**src/rtl/stb_sampler.sv**
```systemverilog
// Strobe sampler: counts comparator hits on synchronised strobe rising edges over n strobes.
// Latency: strobe edge to count update is SYNC_STAGES+1 clk; result is held in DONE until res_ready_i.
// Backpressure: res_valid_o stays high with stable outputs until res_ready_i; optional STB_SAMPLER_PERIOD_EN adds period min/max.
module stb_sampler #(
  parameter int CNT_W       = 16,
  parameter int TO_W        = 32,
  parameter int SYNC_STAGES = 2
) (
  input  logic             clk_i,
  input  logic             arst_i,
  input  logic             stb_i,
  input  logic             cmp_i,
  input  logic             start_i,
  input  logic [CNT_W-1:0] n_samples_i,
  input  logic [TO_W-1:0]  timeout_i,
  output logic             busy_o,
  output logic             res_valid_o,
  input  logic             res_ready_i,
  output logic [CNT_W-1:0] ones_o,
  output logic [CNT_W-1:0] total_o,
`ifdef STB_SAMPLER_PERIOD_EN
  output logic [TO_W-1:0]  per_min_o,
  output logic [TO_W-1:0]  per_max_o,
`endif
  output logic             err_timeout_o
);

  typedef enum logic [1:0] {S_IDLE, S_ARM, S_ACC, S_DONE} state_t;

  state_t                 state;
  logic [1:0]             rst_pipe;
  logic                   rst;
  logic [SYNC_STAGES-1:0] stb_sync;
  logic [SYNC_STAGES-1:0] cmp_sync;
  logic                   stb_d;
  logic                   stb_rise;
  logic                   cmp_s;
  logic [CNT_W-1:0]       n_lat;
  logic [TO_W-1:0]        to_lat;
  logic [TO_W-1:0]        to_cnt;
  logic [TO_W-1:0]        to_cnt_inc;
  logic [TO_W-1:0]        gap;
  logic                   to_hit;
  logic [CNT_W-1:0]       total_nxt;

  // Reset asserts immediately with arst_i and releases two clocks after it drops.
  always_ff @(posedge clk_i or posedge arst_i) begin
    if (arst_i) rst_pipe <= 2'b11;
    else        rst_pipe <= {rst_pipe[0], 1'b0};
  end
  assign rst = rst_pipe[1];

  // Equal-depth synchronisers keep cmp aligned with the strobe it belongs to.
  always_ff @(posedge clk_i or posedge rst) begin
    if (rst) begin
      stb_sync <= '0;
      cmp_sync <= '0;
      stb_d    <= 1'b0;
    end else begin
      stb_sync <= {stb_sync[SYNC_STAGES-2:0], stb_i};
      cmp_sync <= {cmp_sync[SYNC_STAGES-2:0], cmp_i};
      stb_d    <= stb_sync[SYNC_STAGES-1];
    end
  end

  assign stb_rise   = stb_sync[SYNC_STAGES-1] & ~stb_d;
  assign cmp_s      = cmp_sync[SYNC_STAGES-1];
  assign to_cnt_inc = (&to_cnt) ? to_cnt : to_cnt + TO_W'(1);
  assign gap        = to_cnt + TO_W'(1);
  assign to_hit     = (to_lat != '0) && (gap == to_lat);
  assign total_nxt  = total_o + CNT_W'(1);

  // Run-control FSM with registered result outputs; an edge beats a same-cycle timeout.
  always_ff @(posedge clk_i or posedge rst) begin
    if (rst) begin
      state         <= S_IDLE;
      busy_o        <= 1'b0;
      res_valid_o   <= 1'b0;
      ones_o        <= '0;
      total_o       <= '0;
      err_timeout_o <= 1'b0;
      n_lat         <= '0;
      to_lat        <= '0;
      to_cnt        <= '0;
`ifdef STB_SAMPLER_PERIOD_EN
      per_min_o     <= '0;
      per_max_o     <= '0;
`endif
    end else begin
      case (state)
        S_IDLE: begin
          if (start_i) begin
            n_lat         <= n_samples_i;
            to_lat        <= timeout_i;
            ones_o        <= '0;
            total_o       <= '0;
            err_timeout_o <= 1'b0;
            to_cnt        <= '0;
`ifdef STB_SAMPLER_PERIOD_EN
            per_min_o     <= '1;
            per_max_o     <= '0;
`endif
            if (n_samples_i == '0) begin
              state       <= S_DONE;
              res_valid_o <= 1'b1;
            end else begin
              state  <= S_ARM;
              busy_o <= 1'b1;
            end
          end
        end
        S_ARM: begin
          // First edge only aligns phase; it is never counted.
          if (stb_rise) begin
            to_cnt <= '0;
            state  <= S_ACC;
          end else if (to_hit) begin
            err_timeout_o <= 1'b1;
            busy_o        <= 1'b0;
            res_valid_o   <= 1'b1;
            state         <= S_DONE;
          end else begin
            to_cnt <= to_cnt_inc;
          end
        end
        S_ACC: begin
          if (stb_rise) begin
            to_cnt  <= '0;
            total_o <= total_nxt;
            ones_o  <= ones_o + CNT_W'(cmp_s);
`ifdef STB_SAMPLER_PERIOD_EN
            // A period needs a previous counted edge, so skip the first one.
            if (total_o != '0) begin
              if (gap < per_min_o) per_min_o <= gap;
              if (gap > per_max_o) per_max_o <= gap;
            end
`endif
            if (total_nxt == n_lat) begin
              busy_o      <= 1'b0;
              res_valid_o <= 1'b1;
              state       <= S_DONE;
            end
          end else if (to_hit) begin
            err_timeout_o <= 1'b1;
            busy_o        <= 1'b0;
            res_valid_o   <= 1'b1;
            state         <= S_DONE;
          end else begin
            to_cnt <= to_cnt_inc;
          end
        end
        S_DONE: begin
          if (res_ready_i) begin
            res_valid_o <= 1'b0;
            state       <= S_IDLE;
          end
        end
        default: state <= S_IDLE;
      endcase
    end
  end

endmodule
```
**config.mk**
```make
export PLATFORM = sky130hd
export DESIGN_NAME = stb_sampler
export DESIGN_NICKNAME = d
export VERILOG_FILES = /design/src/rtl/stb_sampler.sv
export SDC_FILE = /design/constraint.sdc
export NUM_CORES = 1
export LEC_CHECK = 0
export BUFFER_PORTS_ARGS = -buffer_cell sky130_fd_sc_hd__clkbuf_2
export CORE_MARGIN = 1.5
export CORE_UTILIZATION = 45
export DETAILED_ROUTE_END_ITERATION = 7
export PLACE_DENSITY = 0.62
export SYNTH_ARGS = -nofsm -noshare
export SYNTH_HDL_FRONTEND = slang
export SYNTH_SLANG_ARGS = --single-unit
```
**constraint.sdc**
```tcl
create_clock -name clk_i -period 4 [get_ports clk_i]
set_clock_uncertainty 0.15 [all_clocks]
set_input_delay 0.4 -clock clk_i [delete_from_list [all_inputs] [get_ports clk_i]]
set_output_delay 0.4 -clock clk_i [all_outputs]
set_load 0.02 [all_outputs]
```
==> impl_metrics.tcl <==
set metrics [dict create \
    fin_util_pct 54.3 \
    synth-seq-area-share_pct 41.4 \
    grt_max_degree 75 \
    synth_area_leaders "dfrtp_1 (41%), mux2_2 (7.2%), xnor2_1 (4.9%)" \
    wl_per_cell_um 18.9 \
    cp.required_ps 4180 \
    drv_cap 0 \
    gr-total-overflow 0 \
    portBuffers 88 \
    final_area_mm2 0.00894 \
    post-route-period-util_pct 95.1 \
    clkLatencyLatePin_ps 420 \
    synth_nets 856 \
    slew_headroom_pct 37.1 \
    yosysUniqueCellTypes 72 \
    cts_tree "done" \
    synth_top_cell_area_share_pct 40.7 \
    synthFlopType "dfrtp_1" \
    worstPathMaxFanout 12 \
    reg2reg_to "state[0]" \
    rsz0062_at_grt "no" \
    clock.fmax_ghz 0.263 \
    initial_utilization_pct 45.6 \
    die_w_um 132 \
    ctsHtreeMaxLevel 4 \
    synth-seq-cells 124 \
    slowest_delay_ps 630 \
    area_delta_synth_final_pct 19.1 \
    yosys.area.top_type "dfrtp_1" \
    grt_pass1_vias 6704 \
    syn_area_mm2 0.00750 \
    fin_crit_ps 3800 \
    setup_tns_ps 0 \
    async_flop_share_pct 100 \
    cts_sinks 124 \
    grt_use_total_pct 25.2 \
    multi_input_area_mm2 0.00414 \
    hp-start "timeout_i[10]" \
    wirelength_um 21100 \
    rr_worst_depth 11 \
    globalplace.congestion 0.953 \
    antenna_found_initial 0 \
    outcome "finished clean" \
    fill_cells 1515 \
    hold_slack_ps 52.0 \
    whs_endpoint "to_lat[10]" \
    hold_viol_final 0 \
    hold_depth 2 \
    p_per_area_mw_per_mm2 631 \
    tightest_slew_ps 944 \
    antennaDiodeCount 0 \
    layout_commonest_cell "dfrtp_1" \
    die_area_mm2 0.0175 \
    placed_cell_area_mm2 0.00824 \
    dpl_worst_slack_ps 99.7 \
    p_leak_nw 3.76 \
    rows 47 \
    grt_pass1_wl_um 35100 \
    reg2reg_setup_slack_ps 200 \
    setup_viol 0 \
    cts_buffer_depth 2 \
    layout.nets 949 \
    yosys_warnings 0 \
    path_cells "ha_2 -> nand3_1 -> and2_1 -> or4b_2 -> o311ai_0 -> nand4_1 -> or4_4 -> nor4_4 -> buf_4 -> nor2_1 -> a311oi_1" \
    vias_per_cell 6.03 \
    mostFrequentLayoutCells "dfrtp_1 (120), clkbuf_2 (88), nand2_1 (75)" \
    drv_slew 0 \
    r2r_start "to_cnt[0]" \
    critical_path_class "reg -> reg" \
    drc 0 \
    design.core.area_mm2 0.0165 \
    pin_count 89 \
    crit_slowest_cell "or4b_2" \
    ir_worst_vdd_v 0.000350 \
    final.setup.worst_slack_ps 198 \
    cp.arrival_ps 3980 \
    cts_root_buffer "clkbuf_16" \
    critPathCaptureType "flip-flop" \
    critPathLaunchType "flip-flop" \
    hp-class "in -> reg" \
    synth.avg_cell_area_um2 9.48 \
    clk_pin_slew_ps 60 \
    seqCellArea_mm2 0.00311 \
    cts_made_buffers 17 \
    drive_gt1_share_pct 23.6 \
    synth_edf_count 0 \
    ant_nets 0 \
    dp.final_hpwl_um 15100 \
    synthCells 792 \
    drt-initial-drc-count 657 \
    dr.pass1.iters 6 \
    via_count 6744 \
    die_h_um 132 \
]
==> synth_stat cells, types with 16 or more instances <==
| library cell | n |
|---|---|
| dfrtp_1 | 122 |
| nand2_1 | 76 |
| mux2_2 | 48 |
| nor2_1 | 45 |
| nand3_1 | 43 |
| xnor2_1 | 42 |
| o21ai_0 | 40 |
| nand4_1 | 33 |
| clkbuf_1 | 29 |
| xor2_1 | 24 |
| nor4_1 | 22 |
| o31ai_1 | 20 |
| and2_1 | 17 |
| a21oi_1 | 16 |
| o211ai_1 | 16 |
==> report_power, final <==
part | internal (mW) | switching [mW] | leakage, nW
Clock | 1.09 | 0.580 | 0.307
Combinational | 0.898 | 1.10 | 1.86
Sequential | 1.57 | 0.390 | 1.60
==> per-stage QoR <==
| stage | total power [mW] | instances |
|---|---|---|
| global placement | 3.90 | 1082 |
| finish | 5.63 | 1118 |
| global route | 5.94 | 1118 |
| detailed placement | 3.93 | 1082 |
| CTS | 5.64 | 1117 |
| floorplan | 3.32 | 792 |
==> worst max-delay path, delay by kind of cell, from the launching register on <==
family	cells	cell delay, ps
flops	1	420
compound gates	2	430
buf+inv	1	260
simple gates	7	2210
fa+ha+maj	1	240
==> cell type report <==
| cell class | instances | share of cell area [%] |
|---|---|---|
| multi-input combinational | 608 | 46.3 |
| clock buffer | 22 | 5.31 |
| tap | 220 | 3.08 |
| timing repair buffer | 119 | 8.08 |
| inverter | 15 | 0.658 |
| clock inverter | 10 | 1.82 |
| sequential | 124 | 34.8 |
==> layer usage <==
layer	vias to the layer above	share of wire (%)	GRT usage (%)
met1	3309	45	33.9
met4	0	2.1	7.78
met2	250	47	40.4
met5	-	0	0
met3	42	6.2	6.07
li1	3143	-	-
==> state kept, by name, indices dropped and copies added, names as in the netlist <==
| signal | cells |
|---|---|
| to_lat | 32 |
| total_o | 16 |
| ones_o | 16 |
| state | 2 |
| stb_d | 1 |
| err_timeout_o | 1 |
| busy_o | 1 |
| stb_sync | 2 |
| res_valid_o | 1 |
| rst_pipe | 2 |
| to_cnt | 32 |
| cmp_sync | 2 |
| n_lat | 16 |
==> timing repair <==
action                                  CTS  global route
hold buffers                              3             0
hold endpoints to repair                  4             0
endpoints found under the setup margin    0            36
gates resized for setup                   0             6
setup buffers                             0             1
==> worst max-delay path by stage <==
stage                            from         to  slack, ps  cells past startpoint
after CTS                   to_cnt[0]  to_cnt[9]         80                     11
after floorplan           rst_pipe[1]     busy_o        270                      1
final                       to_cnt[0]   state[0]        200                     11
after global routing        to_cnt[0]   state[0]          5                     11
after global placement      to_cnt[3]  to_cnt[4]        200                     11
after detailed placement    to_cnt[0]  to_cnt[9]        100                     11
==> cell families after synthesis <==
kind of cell | after synthesis | share of synthesized area [%]
adders and majority gates | 10 | 1.67
xor gates and xnor gates | 67 | 8.00
buffers and inverters | 60 | 3.70
AOI/OAI and AO/OA | 153 | 14.0
and+or+nand+nor | 324 | 23.3
DFF | 124 | 41.4
other | 1 | 0.0500
muxes | 53 | 7.89
Power figures use the tool's default switching activity.
